==> config.mk <==
export PLATFORM = sky130hd
export DESIGN_NAME = biu_lsu_flat
export DESIGN_NICKNAME = d
export VERILOG_FILES = /design/src/rtl/biu_lsu_if.sv /design/src/rtl/biu_lsu.sv /design/src/flat_wrapper.sv
export SDC_FILE = /design/constraint.sdc
export NUM_CORES = 1
export LEC_CHECK = 0
export BUFFER_PORTS_ARGS = -buffer_cell sky130_fd_sc_hd__buf_2
export CAP_MARGIN = 20
export CORE_AREA = 3 3 118 120
export DETAILED_ROUTE_END_ITERATION = 16
export DIE_AREA = 0 0 121 123
export PLACE_DENSITY = 0.79
export SLEW_MARGIN = 20
export SYNTH_ARGS = -nofsm -noshare
export SYNTH_HDL_FRONTEND = slang
export SYNTH_SLANG_ARGS = --single-unit
==> constraint.sdc <==
create_clock -name clk -period 2.25 [get_ports clk]
set_input_delay 0.3375 -clock clk [delete_from_list [all_inputs] [get_ports clk]]
set_output_delay 0.3375 -clock clk [all_outputs]
set_load 0.03 [all_outputs]
==> src/rtl/biu_lsu_if.sv <==
// biu_lsu_if: system-bus signal bundle between the BIU and the bus fabric.
//   bus_req   request, held until ack/err (or timeout)
//   bus_we    write strobe
//   bus_addr  word address, [1:0] = 00
//   bus_wdata lane-replicated store data
//   bus_be    byte enables
//   bus_rdata read data
//   bus_ack   access complete
//   bus_err   access error
// master: the BIU side; slave: the bus/memory side.
interface biu_lsu_if;
   logic        bus_req;
   logic        bus_we;
   logic [31:0] bus_addr;
   logic [31:0] bus_wdata;
   logic [3:0]  bus_be;
   logic [31:0] bus_rdata;
   logic        bus_ack;
   logic        bus_err;

   modport master (
      output bus_req, bus_we, bus_addr, bus_wdata, bus_be,
      input  bus_rdata, bus_ack, bus_err
   );

   modport slave (
      input  bus_req, bus_we, bus_addr, bus_wdata, bus_be,
      output bus_rdata, bus_ack, bus_err
   );
endinterface

==> src/rtl/biu_lsu.sv <==
// biu_lsu: bus interface unit for the multi-cycle RV32 core. Serves one
// instruction fetch or load/store at a time, returns the fetched word (ins)
// and right-aligned zero-extended load data (data_biu), and flags
// misalignment and bus access faults for the exception stage.
//
// Ports:
//   clk, rst         clock, synchronous active-high reset
//   if_req, pc       fetch request / address (sampled in IDLE)
//   ls_req, ls_we, ls_size, ls_addr, ls_wdata
//                    load/store request (sampled in IDLE, wins over if_req)
//   ins, data_biu    last fetched instruction / last load data
//   done             one-cycle completion pulse
//   ins_addr_mis, ins_acc_fault, addr_mis, load_acc_fault
//                    fault flags, held until the next accepted request
//   bus              system bus (biu_lsu_if.master)
//
// Parameter TIMEOUT: bus cycles without ack/err before an access fault.
// Optional macro BIU_TIMEOUT_EN enables the timeout counter; without it the
// BUS state waits indefinitely for ack/err.
module biu_lsu #(
   parameter int unsigned TIMEOUT = 16
) (
   input  logic        clk,
   input  logic        rst,
   input  logic        if_req,
   input  logic [31:0] pc,
   input  logic        ls_req,
   input  logic        ls_we,
   input  logic [1:0]  ls_size,
   input  logic [31:0] ls_addr,
   input  logic [31:0] ls_wdata,
   output logic [31:0] ins,
   output logic [31:0] data_biu,
   output logic        done,
   output logic        ins_addr_mis,
   output logic        ins_acc_fault,
   output logic        addr_mis,
   output logic        load_acc_fault,
   biu_lsu_if.master   bus
);

   typedef enum logic [1:0] {IDLE, BUS, DONE} state_t;

   state_t      state_q, state_d;

   // attributes of the access in flight
   logic        is_fetch_q;
   logic        we_q;
   logic [1:0]  lo_q;
   logic [1:0]  size_q;

   // decoded control from the next-state process
   logic        accept;
   logic        acc_ls;
   logic        mis;
   logic        term;
   logic        fault;
   logic        timeout_hit;

   // request-side datapath
   logic [31:0] addr_n;
   logic [3:0]  be_n;
   logic [31:0] wdata_n;

   // load-return datapath
   logic [31:0] shifted;
   logic [31:0] load_data;

`ifdef BIU_TIMEOUT_EN
   logic [7:0]  cnt_q;

   assign timeout_hit = (state_q == BUS) && (cnt_q == 8'(TIMEOUT - 1));

   always_ff @(posedge clk) begin
      if (rst) begin
         cnt_q <= '0;
      end else if (accept) begin
         cnt_q <= '0;
      end else if (state_q == BUS && !bus.bus_ack && !bus.bus_err) begin
         cnt_q <= cnt_q + 8'd1;
      end
   end
`else
   logic [7:0]  unused_timeout;

   assign unused_timeout = 8'(TIMEOUT);
   assign timeout_hit    = 1'b0;
`endif

   always_ff @(posedge clk) begin
      if (rst) state_q <= IDLE;
      else     state_q <= state_d;
   end

   always_comb begin
      state_d = state_q;
      accept  = 1'b0;
      acc_ls  = 1'b0;
      mis     = 1'b0;
      term    = 1'b0;
      fault   = 1'b0;
      case (state_q)
         IDLE: begin
            if (ls_req) begin
               accept = 1'b1;
               acc_ls = 1'b1;
               case (ls_size)
                  2'b00:   mis = 1'b0;
                  2'b01:   mis = ls_addr[0];
                  default: mis = (ls_addr[1:0] != 2'b00);
               endcase
            end else if (if_req) begin
               accept = 1'b1;
               mis    = (pc[1:0] != 2'b00);
            end
            if (accept) state_d = mis ? DONE : BUS;
         end
         BUS: begin
            // err takes precedence over a simultaneous ack
            if (bus.bus_err) begin
               term  = 1'b1;
               fault = 1'b1;
            end else if (bus.bus_ack) begin
               term  = 1'b1;
            end else if (timeout_hit) begin
               term  = 1'b1;
               fault = 1'b1;
            end
            if (term) state_d = DONE;
         end
         DONE:    state_d = IDLE;
         default: state_d = IDLE;
      endcase
   end

   // lane steering for stores; loads and fetches read all four bytes
   always_comb begin
      addr_n  = acc_ls ? {ls_addr[31:2], 2'b00} : {pc[31:2], 2'b00};
      be_n    = 4'b1111;
      wdata_n = '0;
      if (acc_ls && ls_we) begin
         case (ls_size)
            2'b00: begin
               be_n    = 4'b0001 << ls_addr[1:0];
               wdata_n = {4{ls_wdata[7:0]}};
            end
            2'b01: begin
               be_n    = ls_addr[1] ? 4'b1100 : 4'b0011;
               wdata_n = {2{ls_wdata[15:0]}};
            end
            default: begin
               be_n    = 4'b1111;
               wdata_n = ls_wdata;
            end
         endcase
      end
   end

   always_comb begin
      shifted = bus.bus_rdata >> {lo_q, 3'b000};
      case (size_q)
         2'b00:   load_data = {24'h0, shifted[7:0]};
         2'b01:   load_data = {16'h0, shifted[15:0]};
         default: load_data = shifted;
      endcase
   end

   assign done = (state_q == DONE);

   always_ff @(posedge clk) begin
      if (rst) begin
         is_fetch_q     <= 1'b0;
         we_q           <= 1'b0;
         lo_q           <= '0;
         size_q         <= '0;
         ins            <= '0;
         data_biu       <= '0;
         ins_addr_mis   <= 1'b0;
         ins_acc_fault  <= 1'b0;
         addr_mis       <= 1'b0;
         load_acc_fault <= 1'b0;
         bus.bus_req    <= 1'b0;
         bus.bus_we     <= 1'b0;
         bus.bus_addr   <= '0;
         bus.bus_wdata  <= '0;
         bus.bus_be     <= '0;
      end else begin
         if (accept) begin
            is_fetch_q     <= !acc_ls;
            we_q           <= acc_ls && ls_we;
            lo_q           <= acc_ls ? ls_addr[1:0] : 2'b00;
            size_q         <= acc_ls ? ls_size : 2'b10;
            ins_addr_mis   <= mis && !acc_ls;
            addr_mis       <= mis && acc_ls;
            ins_acc_fault  <= 1'b0;
            load_acc_fault <= 1'b0;
            if (!mis) begin
               bus.bus_req   <= 1'b1;
               bus.bus_we    <= acc_ls && ls_we;
               bus.bus_addr  <= addr_n;
               bus.bus_wdata <= wdata_n;
               bus.bus_be    <= be_n;
            end
         end
         if (term) begin
            bus.bus_req <= 1'b0;
            bus.bus_we  <= 1'b0;
            if (fault) begin
               if (is_fetch_q) ins_acc_fault  <= 1'b1;
               else            load_acc_fault <= 1'b1;
            end else if (is_fetch_q) begin
               ins <= bus.bus_rdata;
            end else if (!we_q) begin
               data_biu <= load_data;
            end
         end
      end
   end

endmodule
==> src/flat_wrapper.sv <==
// flat-port wrapper written by rule: the top's interface ports become plain ports
module biu_lsu_flat 
#(
   parameter int unsigned TIMEOUT = 16
)
  (clk, rst, if_req, pc, ls_req, ls_we, ls_size, ls_addr, ls_wdata, ins, data_biu, done, ins_addr_mis, ins_acc_fault, addr_mis, load_acc_fault, bus_bus_req, bus_bus_we, bus_bus_addr, bus_bus_wdata, bus_bus_be, bus_bus_rdata, bus_bus_ack, bus_bus_err);
  biu_lsu_if bus_i ();
  input  logic clk;
  input  logic rst;
  input  logic if_req;
  input  logic [31:0] pc;
  input  logic ls_req;
  input  logic ls_we;
  input  logic [1:0] ls_size;
  input  logic [31:0] ls_addr;
  input  logic [31:0] ls_wdata;
  output logic [31:0] ins;
  output logic [31:0] data_biu;
  output logic done;
  output logic ins_addr_mis;
  output logic ins_acc_fault;
  output logic addr_mis;
  output logic load_acc_fault;
  output wire logic [$bits(bus_i.bus_req)-1:0] bus_bus_req;
  output wire logic [$bits(bus_i.bus_we)-1:0] bus_bus_we;
  output wire logic [$bits(bus_i.bus_addr)-1:0] bus_bus_addr;
  output wire logic [$bits(bus_i.bus_wdata)-1:0] bus_bus_wdata;
  output wire logic [$bits(bus_i.bus_be)-1:0] bus_bus_be;
  input wire logic [$bits(bus_i.bus_rdata)-1:0] bus_bus_rdata;
  input wire logic [$bits(bus_i.bus_ack)-1:0] bus_bus_ack;
  input wire logic [$bits(bus_i.bus_err)-1:0] bus_bus_err;
  assign bus_bus_req = bus_i.bus_req;
  assign bus_bus_we = bus_i.bus_we;
  assign bus_bus_addr = bus_i.bus_addr;
  assign bus_bus_wdata = bus_i.bus_wdata;
  assign bus_bus_be = bus_i.bus_be;
  assign bus_i.bus_rdata = bus_bus_rdata;
  assign bus_i.bus_ack = bus_bus_ack;
  assign bus_i.bus_err = bus_bus_err;
  biu_lsu #(.TIMEOUT(TIMEOUT)) u_core (.clk(clk), .rst(rst), .if_req(if_req), .pc(pc), .ls_req(ls_req), .ls_we(ls_we), .ls_size(ls_size), .ls_addr(ls_addr), .ls_wdata(ls_wdata), .ins(ins), .data_biu(data_biu), .done(done), .ins_addr_mis(ins_addr_mis), .ins_acc_fault(ins_acc_fault), .addr_mis(addr_mis), .load_acc_fault(load_acc_fault), .bus(bus_i));
endmodule
==> impl_metrics.csv <==
group,metric,value,unit
outcome,status,"finished, final reports clean",
routing,vias_per_cell,5.367,
global_route,grt_first_pass_wirelength,29.33,mm
routing,drtIter0Drc,408,
setup_path,r2r_start,"u_core.state_q[0]$_SDFFE_PP0P_",
setup_path,cp-start-kind,"flop",
setup_path,path_delay_family,"simple AND/OR/NAND/NOR gates",
routing,firstDrtPassIters,5,
yosys,synthesis.instances,673,
pwr,p_leak,3.664,nW
clocking,cts_num_sinks,144,
yosys,synth.area.top_cells,"dfxtp_1 (47%), mux2i_1 (11%), a21oi_1 (7.6%)",
pwr,vdd_drop_max,0.5268,mV
timing,finalSetupTns,0,ns
clocking,cts_buffers,17,
setup_path,slowest_stage,"or3_4",
setup_path,r2r_setup_slack,0.31,ns
clocking,clockRootBuffer,"clkbuf_16",
timing,maxSlewViolCount,0,
worst_hold_path,holdCritPathClass,"primary input to flop",
clocking,post_cts_buffers,0,
setup_path,worstPathMaxFanout,35,
die,die_h,123,um
yosys,synthFlopType,"dfxtp_1",
yosys,netlist_area,0.006103,mm^2
clocking,cts_tree,"built",
setup_path,cp_num_buf_inv,0,
yosys,ys_ff_latch,144,
setup_path,setup.worst_path.class,"flop to flop",
yosys,avgSynthCellArea,9.069,um^2
routing,routed-via-count,5979,
die,core_area,0.01309,mm^2
yosys,netlist.area_leader.share,47.23,%
pwr,pwr-share-clk,40.9,%
pwr,powerDensity,829.1,mW/mm^2
timing,min_period,1.939,ns
global_route,track_usage,25.06,%
cells_and_area,syn_to_final_growth,33.52,%
yosys,yosysSeqAreaShare,47.23,%
yosys,synth.most_common_cell,"dfxtp_1",
place,placement.io_buffers,273,
die,pin_count,276,
die,fp.dieArea,0.01488,mm^2
die,floorplan.rows,42,
place,dp_cells,1081,
worst_hold_path,min_path_cells,3,
setup_path,r2r_cells,4,
pwr,p_seq_share,41.0,%
yosys,yosysWarnings,0,
cells_and_area,finalNonFillerCells,1114,
die,initial_utilization,46.64,%
timing,maxClockFrequency,0.5157,GHz
clocking,clockBufferDepth,2,
pwr,power.total,6.757,mW
yosys,synthArstFlopShare,0,%
timing,setup_viol,0,
timing,fin_crit_sh,86.19,%
routing,drc,0,
timing,clock_skew,0.007416,ns
run,max_cap_violations,0,
cells_and_area,finalNetCount,1061,
global_route,grt_pass1_vias,5602,
timing,rsz0062_at_grt,"false",
clocking,cts.clk_slew.worst_paths,0.06,ns
pwr,comb_power_share,18.2,%
setup_path,worstReg2RegEnd,"u_core.data_biu[21]$_SDFFE_PP0P_",
worst_hold_path,hp-start,"bus_bus_rdata[2]",
cells_and_area,drive_above_1_share,36.18,%
worst_hold_path,worstHoldEndpoint,"u_core.ins[2]$_SDFFE_PP0P_",
setup_path,worstPathRequired,2.59,ns
global_route,grt_start_max_net_pins,60,
clocking,clock_latency,0.41,ns
pwr,p_int,4.802,mW
place,place_congestion,0.8104,
die,fp.dieW,121,um
yosys,synth_edf_count,0,
timing,hold_viol,0,
global_route,antenna_found_initial,0,
timing,slew_headroom,31.30,%
yosys,yosys.area.top_type,"dfxtp_1",
place,hpwl,14.11,mm
setup_path,slowest_delay,0.53,ns
clocking,cts_resized,0,
pwr,sw_frac_of_total,28.93,%
global_route,grt_overflow,0,
setup_path,cp_cell_sequence,"nand4bb_2 -> or3_4 -> or3_1 -> a21oi_1",
setup_path,critPathCaptureType,"flop",
routing,wl_per_cell,17.47,um
routing,ant_nets,0,
routing,wirelength,19.46,mm
timing,tightest_slew,1.026,ns
yosys,synth_cell_type_count,43,
setup_path,crit_cells,4,
pwr,power_switching,1.954,mW
clocking,hold_buffers,0,
setup_path,arrival,2.28,ns
clocking,h-tree-depth,4,
yosys,synth_commonest_cells,"dfxtp_1 (144), nand2_1 (115), a21oi_1 (93), mux2i_1 (70), a211oi_1 (35)",
-- placed cells by master, fill, tap and decap left out, drive strengths merged, types with 8 or more instances in the layout --
cell type	count
dfxtp	144
a211oi	35
nand2	116
clkbuf	21
mux2i	70
a22oi	13
o21ai	11
buf	291
o211ai	9
or3	9
a22o	16
nand3	9
a21oi	93
mux2	8
nor2	25
o2bb2ai	18
-- per-layer routing --
| metal | wire length [um] | part of all wire, % | up-vias | global-route usage (%) |
|---|---|---|---|---|
| li1 | - | - | 2911 | - |
| met1 | 7913 | 41 | 2773 | 30.37 |
| met2 | 9555 | 49 | 265 | 42.38 |
| met3 | 1579 | 8.1 | 30 | 7.228 |
| met4 | 410 | 2.1 | 0 | 9.419 |
| met5 | 0 | 0 | - | 0 |
-- final cells by class --
class	instances	area, um^2
Clock buffer	21	460.4
Clock inverter	11	113.9
Fill cell	1160	4936
Multi-Input combinational cell	467	2954
Sequential cell	144	2883
Inverter	3	11.26
Tap cell	176	220.2
Antenna cell	1	2.502
Timing Repair Buffer	291	1504
-- sequential cells by signal, indices dropped and copies added (netlist names), 2 cells and up --
name	flops
u_core.bus.bus_be	4
u_core.size_q	2
u_core.ins	32
u_core.bus.bus_wdata	32
u_core.bus.bus_addr	30
u_core.lo_q	2
u_core.data_biu	32
u_core.state_q	2
-- stage by stage --
stage,utilization (%),hold slack [ns],cell area (um^2),setup slack [ns]
finish,62.28,0.1769,8149,0.3108
global route,62.26,0.1763,8147,0.1494
CTS,62.26,0.1699,8147,0.3004
detailed placement,57.87,0.4412,7572,0.2206
global placement,57.87,0.4362,7572,0.2787
floorplan,-,0.4623,6107,0.5306
-- worst register-to-register path: cells and delay by family (launching register included) --
kind               cells  cell delay, ns
AOI/OAI and AO/OA      1            0.14
DFF                    1            0.52
and+or+nand+nor        3            1.21
-- cells by family (layout without fill, tap and decap cells) --
kind of cell / count (synthesis) / after routing / synth area share (%)
compound gates: 212 / 212 / 22.51
buf+inv: 63 / 326 / 4.715
flops: 144 / 144 / 47.23
mux: 78 / 78 / 12.96
other cells: 1 / 3 / 0.06144
simple gates: 175 / 175 / 12.53
-- power by group through the flow --
stage / clock network (mW) / logic, mW / registers [mW]
after floorplan: 0 / 0.563 / 3.05
after global placement: 0 / 1.21 / 2.82
after detailed placement: 0 / 1.23 / 2.82
after CTS: 2.78 / 1.23 / 2.77
after global routing: 2.91 / 1.32 / 2.78
final: 2.76 / 1.23 / 2.77
-- worst max-delay path by stage --
stage / endpoint / startpoint
global placement: u_core.bus.bus_wdata[31]$_SDFFE_PP0P_ / ls_size[0]
finish: u_core.data_biu[21]$_SDFFE_PP0P_ / u_core.state_q[0]$_SDFFE_PP0P_
CTS: u_core.data_biu[16]$_SDFFE_PP0P_ / u_core.state_q[0]$_SDFFE_PP0P_
floorplan: u_core.bus.bus_wdata[15]$_SDFFE_PP0P_ / ls_size[0]
global route: u_core.data_biu[21]$_SDFFE_PP0P_ / u_core.state_q[0]$_SDFFE_PP0P_
detailed placement: u_core.bus.bus_wdata[7]$_SDFFE_PP0P_ / ls_size[1]
(Power assumes the default switching activity.)
